<file path="src/rtl/stage3_ex_pkg.sv">
// Shared pipeline definitions for the EX stage: bus widths, bus layouts,
// ALU one-hot bit positions and divider operation encodings.
package stage3_ex_pkg;

  localparam int WIDTH_DS_TO_ES_BUS = 150;
  localparam int WIDTH_ES_TO_MS_BUS = 71;
  localparam int WIDTH_ES_TO_DS_BUS = 6;

  // alu_op one-hot bit indices
  localparam int ALU_OP_W = 12;
  localparam int ALU_ADD  = 0;
  localparam int ALU_SUB  = 1;
  localparam int ALU_SLT  = 2;
  localparam int ALU_SLTU = 3;
  localparam int ALU_AND  = 4;
  localparam int ALU_NOR  = 5;
  localparam int ALU_OR   = 6;
  localparam int ALU_XOR  = 7;
  localparam int ALU_SLL  = 8;
  localparam int ALU_SRL  = 9;
  localparam int ALU_SRA  = 10;
  localparam int ALU_LUI  = 11;

  // div_op encodings
  localparam logic [1:0] DIV_NONE = 2'b00;
  localparam logic [1:0] DIV_SQ   = 2'b01;  // signed quotient
  localparam logic [1:0] DIV_SR   = 2'b10;  // signed remainder
  localparam logic [1:0] DIV_UQ   = 2'b11;  // unsigned quotient

  // Decode -> EX bus; first member lands in the MSBs
  typedef struct packed {
    logic [1:0]          div_op;
    logic [4:0]          dest;
    logic                res_from_mem;
    logic                mem_we;
    logic                gr_we;
    logic [ALU_OP_W-1:0] alu_op;
    logic [31:0]         rkd_value;
    logic [31:0]         alu_src2;
    logic [31:0]         alu_src1;
    logic [31:0]         pc;
  } ds_to_es_t;

  // EX -> MEM bus
  typedef struct packed {
    logic [31:0] result;
    logic [4:0]  dest;
    logic        res_from_mem;
    logic        gr_we;
    logic [31:0] pc;
  } es_to_ms_t;

  // Magnitude of a two's-complement word (0x80000000 maps to itself,
  // which is the correct unsigned magnitude)
  function automatic logic [31:0] abs32(input logic [31:0] v);
    return v[31] ? (~v + 32'd1) : v;
  endfunction

endpackage

</file>
<file path="src/rtl/stage3_ex_if.sv">
// Handshake and bus bundle around the EX stage. The slave side is the EX
// stage itself; the master side is its surrounding pipeline.
interface stage3_ex_if import stage3_ex_pkg::*; ();

  logic                          ds_to_es_valid;
  logic                          es_allow_in;
  logic [WIDTH_DS_TO_ES_BUS-1:0] ds_to_es_bus;
  logic                          ms_allow_in;
  logic                          es_to_ms_valid;
  logic [WIDTH_ES_TO_MS_BUS-1:0] es_to_ms_bus;
  logic [WIDTH_ES_TO_DS_BUS-1:0] es_to_ds_bus;
  logic                          data_sram_en;
  logic [3:0]                    data_sram_we;
  logic [31:0]                   data_sram_addr;
  logic [31:0]                   data_sram_wdata;

  modport master (
    output ds_to_es_valid, ds_to_es_bus, ms_allow_in,
    input  es_allow_in, es_to_ms_valid, es_to_ms_bus, es_to_ds_bus,
           data_sram_en, data_sram_we, data_sram_addr, data_sram_wdata
  );

  modport slave (
    input  ds_to_es_valid, ds_to_es_bus, ms_allow_in,
    output es_allow_in, es_to_ms_valid, es_to_ms_bus, es_to_ds_bus,
           data_sram_en, data_sram_we, data_sram_addr, data_sram_wdata
  );

endinterface

</file>
<file path="src/rtl/stage3_ex_div_iter.sv">
// Iterative 32-bit restoring divider: one capture cycle, 32 step cycles,
// then holds the fixed-up result in DONE until the consumer acknowledges.
module div_iter import stage3_ex_pkg::*; (
  input  logic        clk,
  input  logic        resetn,
  input  logic        start,
  input  logic        is_signed,
  input  logic [31:0] src1,
  input  logic [31:0] src2,
  output logic        busy,
  output logic        done,
  input  logic        ack,
  output logic [31:0] quotient,
  output logic [31:0] remainder
);

  localparam logic [1:0] S_IDLE = 2'd0;
  localparam logic [1:0] S_BUSY = 2'd1;
  localparam logic [1:0] S_DONE = 2'd2;

  logic [1:0]  state_reg, state_next;
  logic [4:0]  cnt_reg;
  logic [31:0] divisor_reg;
  logic [31:0] quo_reg;      // dividend bits shift out the top, quotient bits in at the bottom
  logic [31:0] rem_reg;
  logic        neg_q_reg, neg_r_reg, div_zero_reg;
  logic [32:0] trial, diff;

  // One restoring step: bring in the next dividend bit and try to subtract
  always_comb begin
    trial = {rem_reg, quo_reg[31]};
    diff  = trial - {1'b0, divisor_reg};
  end

  // Next-state logic for IDLE -> BUSY -> DONE -> IDLE
  always_comb begin
    state_next = state_reg;
    case (state_reg)
      S_IDLE:  if (start) state_next = S_BUSY;
      S_BUSY:  if (cnt_reg == 5'd31) state_next = S_DONE;
      S_DONE:  if (ack) state_next = S_IDLE;
      default: state_next = S_IDLE;
    endcase
  end

  // State, counter and datapath registers; reset aborts any division in flight
  always_ff @(posedge clk or negedge resetn) begin
    if (!resetn) begin
      state_reg    <= S_IDLE;
      cnt_reg      <= '0;
      divisor_reg  <= '0;
      quo_reg      <= '0;
      rem_reg      <= '0;
      neg_q_reg    <= 1'b0;
      neg_r_reg    <= 1'b0;
      div_zero_reg <= 1'b0;
    end else begin
      state_reg <= state_next;
      if (state_reg == S_IDLE && start) begin
        cnt_reg      <= '0;
        rem_reg      <= '0;
        quo_reg      <= is_signed ? abs32(src1) : src1;
        divisor_reg  <= is_signed ? abs32(src2) : src2;
        neg_q_reg    <= is_signed && (src1[31] ^ src2[31]);
        neg_r_reg    <= is_signed && src1[31];
        div_zero_reg <= (src2 == 32'd0);
      end else if (state_reg == S_BUSY) begin
        cnt_reg <= cnt_reg + 5'd1;
        if (!diff[32]) begin
          rem_reg <= diff[31:0];
          quo_reg <= {quo_reg[30:0], 1'b1};
        end else begin
          rem_reg <= trial[31:0];
          quo_reg <= {quo_reg[30:0], 1'b0};
        end
      end
    end
  end

  // Sign fix-up; divide by zero reports all-ones quotient and remainder = src1
  always_comb begin
    busy      = (state_reg == S_BUSY);
    done      = (state_reg == S_DONE);
    quotient  = div_zero_reg ? 32'hFFFF_FFFF : (neg_q_reg ? (~quo_reg + 32'd1) : quo_reg);
    remainder = neg_r_reg ? (~rem_reg + 32'd1) : rem_reg;
  end

endmodule

</file>
<file path="src/rtl/stage3_ex.sv">
// EX pipeline stage: latches the decoded instruction, runs the ALU or the
// iterative divider, issues the data SRAM request and forwards to MEM.
module stage3_ex import stage3_ex_pkg::*; (
  input logic         clk,
  input logic         resetn,
  stage3_ex_if.slave  bus_if
);

  ds_to_es_t   es_bus_reg;
  es_to_ms_t   ms_bus;
  logic        es_valid_reg;
  logic        es_ready_go;
  logic        es_allow_in;
  logic        es_to_ms_valid;
  logic [31:0] alu_a, alu_b, alu_result, es_result;
  logic [31:0] add_res, sub_res;
  logic [4:0]  shamt;
  logic        div_start, div_busy, div_done, div_ack;
  logic [31:0] div_quotient, div_remainder;

  // Stage valid: refilled from decode whenever EX can accept
  always_ff @(posedge clk or negedge resetn) begin
    if (!resetn)          es_valid_reg <= 1'b0;
    else if (es_allow_in) es_valid_reg <= bus_if.ds_to_es_valid;
  end

  // Instruction register: captured on a decode handshake, held otherwise
  always_ff @(posedge clk or negedge resetn) begin
    if (!resetn)                                   es_bus_reg <= '0;
    else if (bus_if.ds_to_es_valid && es_allow_in) es_bus_reg <= bus_if.ds_to_es_bus;
  end

  // ALU: one-hot op select, each term masked by its op bit
  always_comb begin
    alu_a   = es_bus_reg.alu_src1;
    alu_b   = es_bus_reg.alu_src2;
    shamt   = alu_b[4:0];
    add_res = alu_a + alu_b;
    sub_res = alu_a - alu_b;
    alu_result =
        ({32{es_bus_reg.alu_op[ALU_ADD]}}  & add_res)
      | ({32{es_bus_reg.alu_op[ALU_SUB]}}  & sub_res)
      | ({32{es_bus_reg.alu_op[ALU_SLT]}}  & {31'd0, $signed(alu_a) < $signed(alu_b)})
      | ({32{es_bus_reg.alu_op[ALU_SLTU]}} & {31'd0, alu_a < alu_b})
      | ({32{es_bus_reg.alu_op[ALU_AND]}}  & (alu_a & alu_b))
      | ({32{es_bus_reg.alu_op[ALU_NOR]}}  & ~(alu_a | alu_b))
      | ({32{es_bus_reg.alu_op[ALU_OR]}}   & (alu_a | alu_b))
      | ({32{es_bus_reg.alu_op[ALU_XOR]}}  & (alu_a ^ alu_b))
      | ({32{es_bus_reg.alu_op[ALU_SLL]}}  & (alu_a << shamt))
      | ({32{es_bus_reg.alu_op[ALU_SRL]}}  & (alu_a >> shamt))
      | ({32{es_bus_reg.alu_op[ALU_SRA]}}  & 32'($signed(alu_a) >>> shamt))
      | ({32{es_bus_reg.alu_op[ALU_LUI]}}  & alu_b);
  end

  assign div_start = es_valid_reg && (es_bus_reg.div_op != DIV_NONE);
  assign div_ack   = es_to_ms_valid && bus_if.ms_allow_in;

  div_iter u_div_iter (
    .clk       (clk),
    .resetn    (resetn),
    .start     (div_start),
    .is_signed (es_bus_reg.div_op != DIV_UQ),
    .src1      (es_bus_reg.alu_src1),
    .src2      (es_bus_reg.alu_src2),
    .busy      (div_busy),
    .done      (div_done),
    .ack       (div_ack),
    .quotient  (div_quotient),
    .remainder (div_remainder)
  );

  // Handshake, result select and outgoing buses
  always_comb begin
    es_ready_go    = (es_bus_reg.div_op == DIV_NONE) || (div_done && !div_busy);
    es_allow_in    = !es_valid_reg || (es_ready_go && bus_if.ms_allow_in);
    es_to_ms_valid = es_valid_reg && es_ready_go;

    es_result = alu_result;
    if (es_bus_reg.div_op == DIV_SR)        es_result = div_remainder;
    else if (es_bus_reg.div_op != DIV_NONE) es_result = div_quotient;

    ms_bus.result       = es_result;
    ms_bus.dest         = es_bus_reg.dest;
    ms_bus.res_from_mem = es_bus_reg.res_from_mem;
    ms_bus.gr_we        = es_bus_reg.gr_we;
    ms_bus.pc           = es_bus_reg.pc;
  end

  assign bus_if.es_allow_in    = es_allow_in;
  assign bus_if.es_to_ms_valid = es_to_ms_valid;
  assign bus_if.es_to_ms_bus   = ms_bus;
  assign bus_if.es_to_ds_bus   = {es_bus_reg.gr_we & es_valid_reg, es_bus_reg.dest};

  // The SRAM request fires only in the cycle the instruction moves on, so a
  // stalled memory op issues exactly once
  assign bus_if.data_sram_en    = es_valid_reg && es_ready_go && bus_if.ms_allow_in
                                  && (es_bus_reg.mem_we || es_bus_reg.res_from_mem);
  assign bus_if.data_sram_we    = {4{bus_if.data_sram_en && es_bus_reg.mem_we}};
  assign bus_if.data_sram_addr  = alu_result;
  assign bus_if.data_sram_wdata = es_bus_reg.rkd_value;

endmodule

</file>
<file path="src/flat_wrapper.sv">
// flat-port wrapper written by rule: the top's interface ports become plain ports
module stage3_ex_flat import stage3_ex_pkg::*;
  (clk, resetn, bus_if_ds_to_es_valid, bus_if_ds_to_es_bus, bus_if_ms_allow_in, bus_if_es_allow_in, bus_if_es_to_ms_valid, bus_if_es_to_ms_bus, bus_if_es_to_ds_bus, bus_if_data_sram_en, bus_if_data_sram_we, bus_if_data_sram_addr, bus_if_data_sram_wdata);
  stage3_ex_if bus_if_i ();
  input logic clk;
  input logic resetn;
  input wire logic [$bits(bus_if_i.ds_to_es_valid)-1:0] bus_if_ds_to_es_valid;
  input wire logic [$bits(bus_if_i.ds_to_es_bus)-1:0] bus_if_ds_to_es_bus;
  input wire logic [$bits(bus_if_i.ms_allow_in)-1:0] bus_if_ms_allow_in;
  output wire logic [$bits(bus_if_i.es_allow_in)-1:0] bus_if_es_allow_in;
  output wire logic [$bits(bus_if_i.es_to_ms_valid)-1:0] bus_if_es_to_ms_valid;
  output wire logic [$bits(bus_if_i.es_to_ms_bus)-1:0] bus_if_es_to_ms_bus;
  output wire logic [$bits(bus_if_i.es_to_ds_bus)-1:0] bus_if_es_to_ds_bus;
  output wire logic [$bits(bus_if_i.data_sram_en)-1:0] bus_if_data_sram_en;
  output wire logic [$bits(bus_if_i.data_sram_we)-1:0] bus_if_data_sram_we;
  output wire logic [$bits(bus_if_i.data_sram_addr)-1:0] bus_if_data_sram_addr;
  output wire logic [$bits(bus_if_i.data_sram_wdata)-1:0] bus_if_data_sram_wdata;
  assign bus_if_i.ds_to_es_valid = bus_if_ds_to_es_valid;
  assign bus_if_i.ds_to_es_bus = bus_if_ds_to_es_bus;
  assign bus_if_i.ms_allow_in = bus_if_ms_allow_in;
  assign bus_if_es_allow_in = bus_if_i.es_allow_in;
  assign bus_if_es_to_ms_valid = bus_if_i.es_to_ms_valid;
  assign bus_if_es_to_ms_bus = bus_if_i.es_to_ms_bus;
  assign bus_if_es_to_ds_bus = bus_if_i.es_to_ds_bus;
  assign bus_if_data_sram_en = bus_if_i.data_sram_en;
  assign bus_if_data_sram_we = bus_if_i.data_sram_we;
  assign bus_if_data_sram_addr = bus_if_i.data_sram_addr;
  assign bus_if_data_sram_wdata = bus_if_i.data_sram_wdata;
  stage3_ex u_core (.clk(clk), .resetn(resetn), .bus_if(bus_if_i));
endmodule
</file>
<file path="config.mk">
export PLATFORM = sky130hd
export DESIGN_NAME = stage3_ex_flat
export DESIGN_NICKNAME = d
export VERILOG_FILES = /design/src/rtl/stage3_ex_pkg.sv /design/src/rtl/stage3_ex_if.sv /design/src/rtl/stage3_ex_div_iter.sv /design/src/rtl/stage3_ex.sv /design/src/flat_wrapper.sv
export SDC_FILE = /design/constraint.sdc
export NUM_CORES = 1
export LEC_CHECK = 0
export CORE_ASPECT_RATIO = 1.75
export CORE_UTILIZATION = 40
export DETAILED_ROUTE_END_ITERATION = 8
export SYNTH_ARGS = -nofsm -noshare
export SYNTH_HDL_FRONTEND = slang
export SYNTH_SLANG_ARGS = --single-unit
export TNS_END_PERCENT = 50
</file>
<file path="constraint.sdc">
create_clock -name clk -period 9.05 [get_ports clk]
set_input_delay 2.715 -clock clk [delete_from_list [all_inputs] [get_ports clk]]
set_output_delay 2.715 -clock clk [all_outputs]
set_load 0.1 [all_outputs]
</file>
==> results of run 1 <==
[cells in the final DEF, fill, tap and decap left out, types with 31 or more instances in the layout]
cell type and n:
mux2_2 99, a21oi_1 163, buf_4 104, o21ai_1 96, inv_1 143, nand3_1 62, nor2_1 205, xnor2_1 119
ha_1 135, mux4_2 37, xor2_1 45, clkdlybuf4s50_1 266, o31ai_1 38, a31oi_1 31, a22oi_1 46, a21o_1 39
nor3_1 42, nand2_1 294, mux2i_1 116, o21ai_0 200, dfrtp_1 253
[final timing paths]
check	from	end	slack, ns
worst min register to register	u_core.u_div_iter.divisor_reg[7]$_DFFE_PN0P_	u_core.u_div_iter.divisor_reg[7]$_DFFE_PN0P_	0.48
max in group asynchronous	resetn	u_core.bus_if.es_to_ms_bus[6]$_DFFE_PN0P_	5.70
worst max-delay path	u_core.alu_b[1]$_DFFE_PN0P_	bus_if_es_to_ms_bus[63]	0.23
min in group asynchronous	resetn	u_core.alu_b[29]$_DFFE_PN0P_	2.00
worst min-delay path	u_core.u_div_iter.divisor_reg[7]$_DFFE_PN0P_	u_core.u_div_iter.divisor_reg[7]$_DFFE_PN0P_	0.48
worst max register to register	u_core.u_div_iter.quo_reg[31]$_DFFE_PN0P_	u_core.u_div_iter.rem_reg[15]$_DFFE_PN0P_	4.18
[per-layer routing]
layer / up-vias / wire [µm]
li1: 10770 / -
met1: 12050 / 40820
met2: 1403 / 59470
met3: 488 / 8984
met4: 2 / 14580
met5: - / 14
[final cells by class]
class	instances	share of cell area, %
multi-input combinational	2216	55.76
antenna	3	0.02657
sequential	257	22.80
timing repair buffer	374	12.40
inverter	151	2.015
tap	780	3.454
clock inverter	12	0.7085
clock buffer	39	2.843
[cells by family after synthesis]
group | share of synthesized area (%)
AND/OR/NAND/NOR | 14.54
multiplexers | 12.93
buffers and inverters | 8.302
flip-flops | 26.65
XOR/XNOR | 5.953
AO/OA/AOI/OAI | 24.37
adder cells (fa/ha/maj) | 7.249
[per-stage QoR]
step                      cells  hold WS, ns  setup slack [ns]
after CTS                  3828       0.4880            0.5663
final                      3832       0.4831            0.2331
after floorplan            2916       0.4498           -0.2761
after detailed placement   3777       0.4739             1.234
after global placement     3777       0.4658             1.229
after global routing       3830       0.5088            0.2555
[tightest hold or removal path: stages (launching register included)]
cell,delay [ns]
dfrtp_1,0.34
nand2_1,0.05
o21ai_0,0.06
==> out/results.tsv, run 1 <==
stage	metric	value	unit
routing	antenna_left	0	
setup_path	worst-setup-path-type	flip-flop to output port	
layout	drive_gt1_share	10.86	%
setup_path	crit_cells	10	
setup_path	crit_fanout	31	
grt	met2_usage	68.57	%
setup_path	critical_path_buf_inv_count	2	
floorplanning	dieArea	61350	µm²
setup_path	cpPeakStageDelay	1.11	ns
logic_synthesis	yosysMostFrequentCell	nand2_1	
status	status	complete, no violations	
grt	grt.total_usage	39.94	%
layout	fin_util	47.61	%
clocking	cts_buffers	28	
clocking	post-cts-setup-buffers	0	
placed_design	place.gp.congestion	1.090	
layout	fillers	5887	
logic_synthesis	synth-main-ff-cell	dfrtp_1	
clocking	cts.sinks	257	
clocking	cts_tree	done	
clocking	htree_levels	1	
routing	drc	0	
setup_path	worstPathRequired	6.34	ns
floorplanning	dieWidth	187.7	µm
logic_synthesis	synth_cell_type_count	87	
routing	drt_wl_total	123.9	mm
grt	antenna_found_initial	3	
logic_synthesis	synth-edff-count	0	
grt	grt_pass1_vias	24900	
placed_design	dp_hpwl	95.52	mm
sta	setup_viol	0	
layout	largest_reg_flops	34	
clocking	insertion_delay	0.63	ns
floorplanning	design.portCount	302	
routing	wire_per_inst	32.33	µm
clocking	cts_root_buffer	clkbuf_16	
clocking	hold_buffers	0	
clocking	cts.clk_slew.worst_paths	0.06	ns
routing	vias_per_cell	6.448	
floorplanning	die_h	326.9	µm
sta	hold_viol	0	
layout	fin_nets	3320	
grt	grt.met3_usage	8.314	%
floorplanning	core	59350	µm²
layout	multi_input_area	15760	µm²
sta	period_share	97.42	%
setup_path	slowest_stage	o21ai_0	
grt	met1_usage	39.76	%
layout	area_delta_synth_final	17.10	%
clocking	cts-resized-gates	0	
sta	skew	0.02403	ns
clocking	ctsLongestPathBuffers	3	
setup_path	path_cells	buf_4, o21ai_0, o21ai_0, mux2i_1, mux2i_1, o2111ai_1, nor3_1, o211ai_1, o221a_2, buf_4	
routing	dr.pass1.iters	6	
routing	via_count	24710	
logic_synthesis	synth_commonest_cells	nand2_1 (295), dfrtp_1 (257), nor2_1 (206)	
setup_path	critPathArrivalTime	6.10	ns
logic_synthesis	yosysTopAreaCell	dfrtp_1	
logic_synthesis	synth_area	24130	µm²
logic_synthesis	syn_inst	2916	
setup_path	reg2regPathDepth	15	
sta	timing.slew.headroom	7.535	%
sta	setup-tns-final	0	ns
logic_synthesis	synth_nets	3208	
sta	fmax	0.1134	GHz
setup_path	critPathTopFamily	compound AO/OA/AOI/OAI gates	
job	drv_cap	0	
floorplanning	start_util	40.65	%
routing	drt_iter0_drc	2182	
placed_design	io_buffers	301	
sta	period_needed	8.817	ns
min_path	min_path_type	flip-flop to flip-flop	
sta	slew_viol_final	0	
logic_synthesis	async_flop_share	100.0	%
logic_synthesis	synth_top_area_share	26.65	%
logic_synthesis	syn_avg_cell_area	8.275	µm²
grt	grt_pass1_wl	176.5	mm
grt	grt_overflow_total	0	
placed_design	dpl_cell_area	27240	µm²
layout	regArea	6441	µm²
sta	tightest_slew	1.387	ns
logic_synthesis	synth.yosys.seq_area_share	26.65	%
grt	grt_busiest_layer	met2	
logic_synthesis	synth-warning-count	0	
layout	fin_area	28260	µm²
grt	grt_start_max_net_pins	152	
setup_path	cp-start-kind	flip-flop	
sta	rsz0062_at_grt	no	
floorplanning	rows	118	
logic_synthesis	synthTopCellsByArea	dfrtp_1 (27%), ha_1 (7.0%), mux2i_1 (4.8%)	
min_path	whs_path_depth	2	
setup_path	endpoint_kind	output port	
logic_synthesis	ys_ff_latch	257	
Power of run 1 is not shown: default switching activity piles up to over one toggle a cycle in this logic, so the estimate is an artifact.
==> inputs of run 2 (changes only) <==
Settings changed: CTS_CLUSTER_SIZE from default to 16, PLACE_DENSITY_LB_ADDON from default to 0.1.
==> run 2 against run 1 <==
  * Critical endpoint is now bus_if_es_to_ms_bus[65]
  * First-iteration DRC count shrank 4.8%
  * Critical path type unchanged
  * Flip-flop and latch count is the same
  * Sequential share of layout area grew 0.093 points
  * Wire length shrank 1.5%
  * Worst setup slack gained 0.43 ns
  * Non-clock buffer count shrank 7
  * Maximum frequency grew 5.1%
  * Cell count shrank 0.26%
  * Critical path depth grew 4
==> out/results.tsv, run 2 (synthesized netlist as in run 1, its figures left out) <==
stage	metric	value	unit	change
layout	drive_gt1_share	11.18	%	was 10.86%
setup_path	cp-start-kind	flip-flop		unchanged
sta	timing.slew.headroom	13.12	%	was 7.535%
clocking	cts_root_buffer	clkbuf_16		unchanged
setup_path	cpPeakStageDelay	0.80	ns	was 1.11 ns
placed_design	dp_hpwl	96.07	mm	was 95.52 mm
placed_design	place.gp.congestion	1.054		was 1.090
floorplanning	design.portCount	302		unchanged
sta	rsz0062_at_grt	no		unchanged
floorplanning	start_util	40.65	%	unchanged
grt	grt_overflow_total	0		unchanged
clocking	cts-resized-gates	0		unchanged
clocking	cts.clk_slew.worst_paths	0.06	ns	about the same
grt	grt_start_max_net_pins	147		was 152
sta	period_share	92.70	%	was 97.42%
setup_path	critPathArrivalTime	5.67	ns	was 6.10 ns
layout	fin_nets	3314		was 3320
grt	grt.total_usage	39.12	%	was 39.94%
floorplanning	rows	118		unchanged
clocking	htree_levels	1		unchanged
floorplanning	core	59350	µm²	unchanged
setup_path	r2r_slack	3.69	ns	was 4.18 ns
sta	fmax	0.1192	GHz	was 0.1134 GHz
placed_design	dp_slack	1.476	ns	was 1.234 ns
clocking	hold_buffers	0		unchanged
routing	antenna_left	0		unchanged
routing	highest_layer	met4		was met5
job	drv_cap	0		unchanged
placed_design	io_buffers	301		unchanged
grt	grt_pass1_vias	24510		was 24900
routing	wl_met3	7.674	mm	was 8.984 mm
setup_path	r2r_end	u_core.u_div_iter.rem_reg[4]$_DFFE_PN0P_		was u_core.u_div_iter.rem_reg[15]$_DFFE_PN0P_
sta	skew	0.02784	ns	was 0.02403 ns
min_path	whs_path_depth	2		unchanged
min_path	holdPathEnd	u_core.u_div_iter.divisor_reg[4]$_DFFE_PN0P_		was u_core.u_div_iter.divisor_reg[7]$_DFFE_PN0P_
layout	largest_reg_flops	34		unchanged
layout	area_delta_synth_final	16.67	%	was 17.10%
sta	setup_viol	0		unchanged
sta	layout_setup_ws	0.6608	ns	was 0.2331 ns
min_path	hold_start	u_core.u_div_iter.divisor_reg[4]$_DFFE_PN0P_		was u_core.u_div_iter.divisor_reg[7]$_DFFE_PN0P_
setup_path	crit_fanout	29		was 31
floorplanning	dieWidth	187.7	µm	unchanged
setup_path	worst-setup-path-type	flip-flop to output port		unchanged
routing	wirelength_met1	40.51	mm	was 40.82 mm
clocking	cts_tree	done		unchanged
routing	drt_iter0_drc	2077		was 2182
routing	vias_per_cell	6.371		was 6.448
routing	via_count	24350		was 24710
routing	wl_met2	59.89	mm	was 59.47 mm
sta	hold_viol	0		unchanged
status	status	complete, no violations		unchanged
sta	tightest_slew	1.302	ns	was 1.387 ns
layout	fillers	5887		unchanged
clocking	insertion_delay	0.63	ns	about the same
floorplanning	dieArea	61350	µm²	unchanged
clocking	cts.sinks	257		unchanged
setup_path	path_cells	ha_1, inv_1, fa_1, and2b_1, o21ai_1, a211oi_2, nor4_4, a21oi_1, a21oi_1, o41ai_1, mux2i_1, a311o_1, o221a_1, buf_4		was buf_4, o21ai_0, o21ai_0, mux2i_1, mux2i_1, o2111ai_1, nor3_1, o211ai_1, o221a_2, buf_4
floorplanning	die_h	326.9	µm	unchanged
routing	drc	0		unchanged
layout	num_antenna_cells	0		was 3
clocking	post-cts-setup-buffers	0		unchanged
grt	antenna_found_initial	2		was 3
setup_path	endpoint_kind	output port		unchanged
setup_path	reg2reg_from	u_core.u_div_iter.quo_reg[31]$_DFFE_PN0P_		unchanged
routing	wire_per_inst	31.92	µm	was 32.33 µm
setup_path	reg2regPathDepth	16		was 15
routing	drt_wl_total	122.0	mm	was 123.9 mm
sta	slew_viol_final	0		unchanged
sta	period_needed	8.389	ns	was 8.817 ns
grt	grt_pass1_wl	172.9	mm	was 176.5 mm
layout	final_common_cell	nand2_1		unchanged
clocking	ctsLongestPathBuffers	3		unchanged
setup_path	worstPathRequired	6.34	ns	about the same
setup_path	cpMostUsedCell	a21oi_1		
clocking	cts_buffers	29		was 28
routing	dr.pass1.iters	9		was 6
setup_path	slowest_stage	dfrtp_4		was o21ai_0
layout	final_cell_mix	nand2_1 (294), clkdlybuf4s50_1 (254), dfrtp_1 (251)		was nand2_1 (294), clkdlybuf4s50_1 (266), dfrtp_1 (253)
min_path	min_path_type	flip-flop to flip-flop		unchanged
==> run 2: changes by cell type in the layout (fill, tap and decap cells not counted), moves of 2 or more <==
cell	previous run	this run
dfrtp_2	2	4
clkdlybuf4s50_1	266	254
dfrtp_1	253	251
bufinv_16	5	1
inv_6	1	4
buf_4	104	108
clkinv_2	2	0
buf_12	2	4
diode_2	3	0
==> run 2: cell type report <==
type / count / area (µm²) / share of cell area, %
multi-input combinational: 2216 / 15770 / 56.00
sequential: 257 / 6444 / 22.89
timing repair buffer: 367 / 3448 / 12.25
tap: 780 / 975.9 / 3.467
clock buffer: 40 / 817.0 / 2.902
inverter: 151 / 569.3 / 2.022
clock inverter: 11 / 132.6 / 0.4711
==> run 2: per-stage QoR <==
step | instances | hold WS (ns) | instance area, µm² | util (%) | setup TNS [ns]
CTS | 3822 | 0.4889 | 28140 | 47.42 | 0
detailed placement | 3771 | 0.4748 | 27190 | 45.82 | 0
global route | 3822 | 0.5165 | 28150 | 47.43 | 0
floorplan | 2916 | 0.4498 | 24140 | - | -0.2761
finish | 3822 | 0.4826 | 28150 | 47.43 | 0
global placement | 3771 | 0.4684 | 27190 | 45.82 | 0
==> run 2: how the worst max path moves through the flow <==
stage                           startpoint                       to  cells after the start  slack (ns)
6_report       u_core.alu_b[0]$_DFFE_PN0P_  bus_if_es_to_ms_bus[65]                     14        0.66
5_1_grt        u_core.alu_b[0]$_DFFE_PN0P_  bus_if_es_to_ms_bus[65]                     14        0.55
4_1_cts        u_core.alu_b[0]$_DFFE_PN0P_  bus_if_es_to_ms_bus[65]                     14        0.80
3_5_place_dp   u_core.alu_b[0]$_DFFE_PN0P_  bus_if_es_to_ms_bus[65]                     14        1.48
3_3_place_gp   u_core.alu_b[0]$_DFFE_PN0P_  bus_if_es_to_ms_bus[65]                     14        1.47
2_1_floorplan  u_core.alu_b[2]$_DFFE_PN0P_  bus_if_es_to_ms_bus[69]                     13       -0.28
==> run 2: critical path: cells and delay by family (launching register included) <==
kind	cells	cell delay [ns]
adder cells (fa/ha/maj)	2	0.72
AND/OR/NAND/NOR	2	0.79
buffers and inverters	2	0.29
AO/OA/AOI/OAI	7	2.28
multiplexers	1	0.15
flip-flops	1	0.80
==> run 2: per-layer routing <==
layer	GRT usage, %	up-vias
li1	-	10750
met2	68.82	1342
met4	37.47	0
met3	6.000	443
met1	39.09	11810
met5	0	-
Power of run 2 is left out for the same reason.
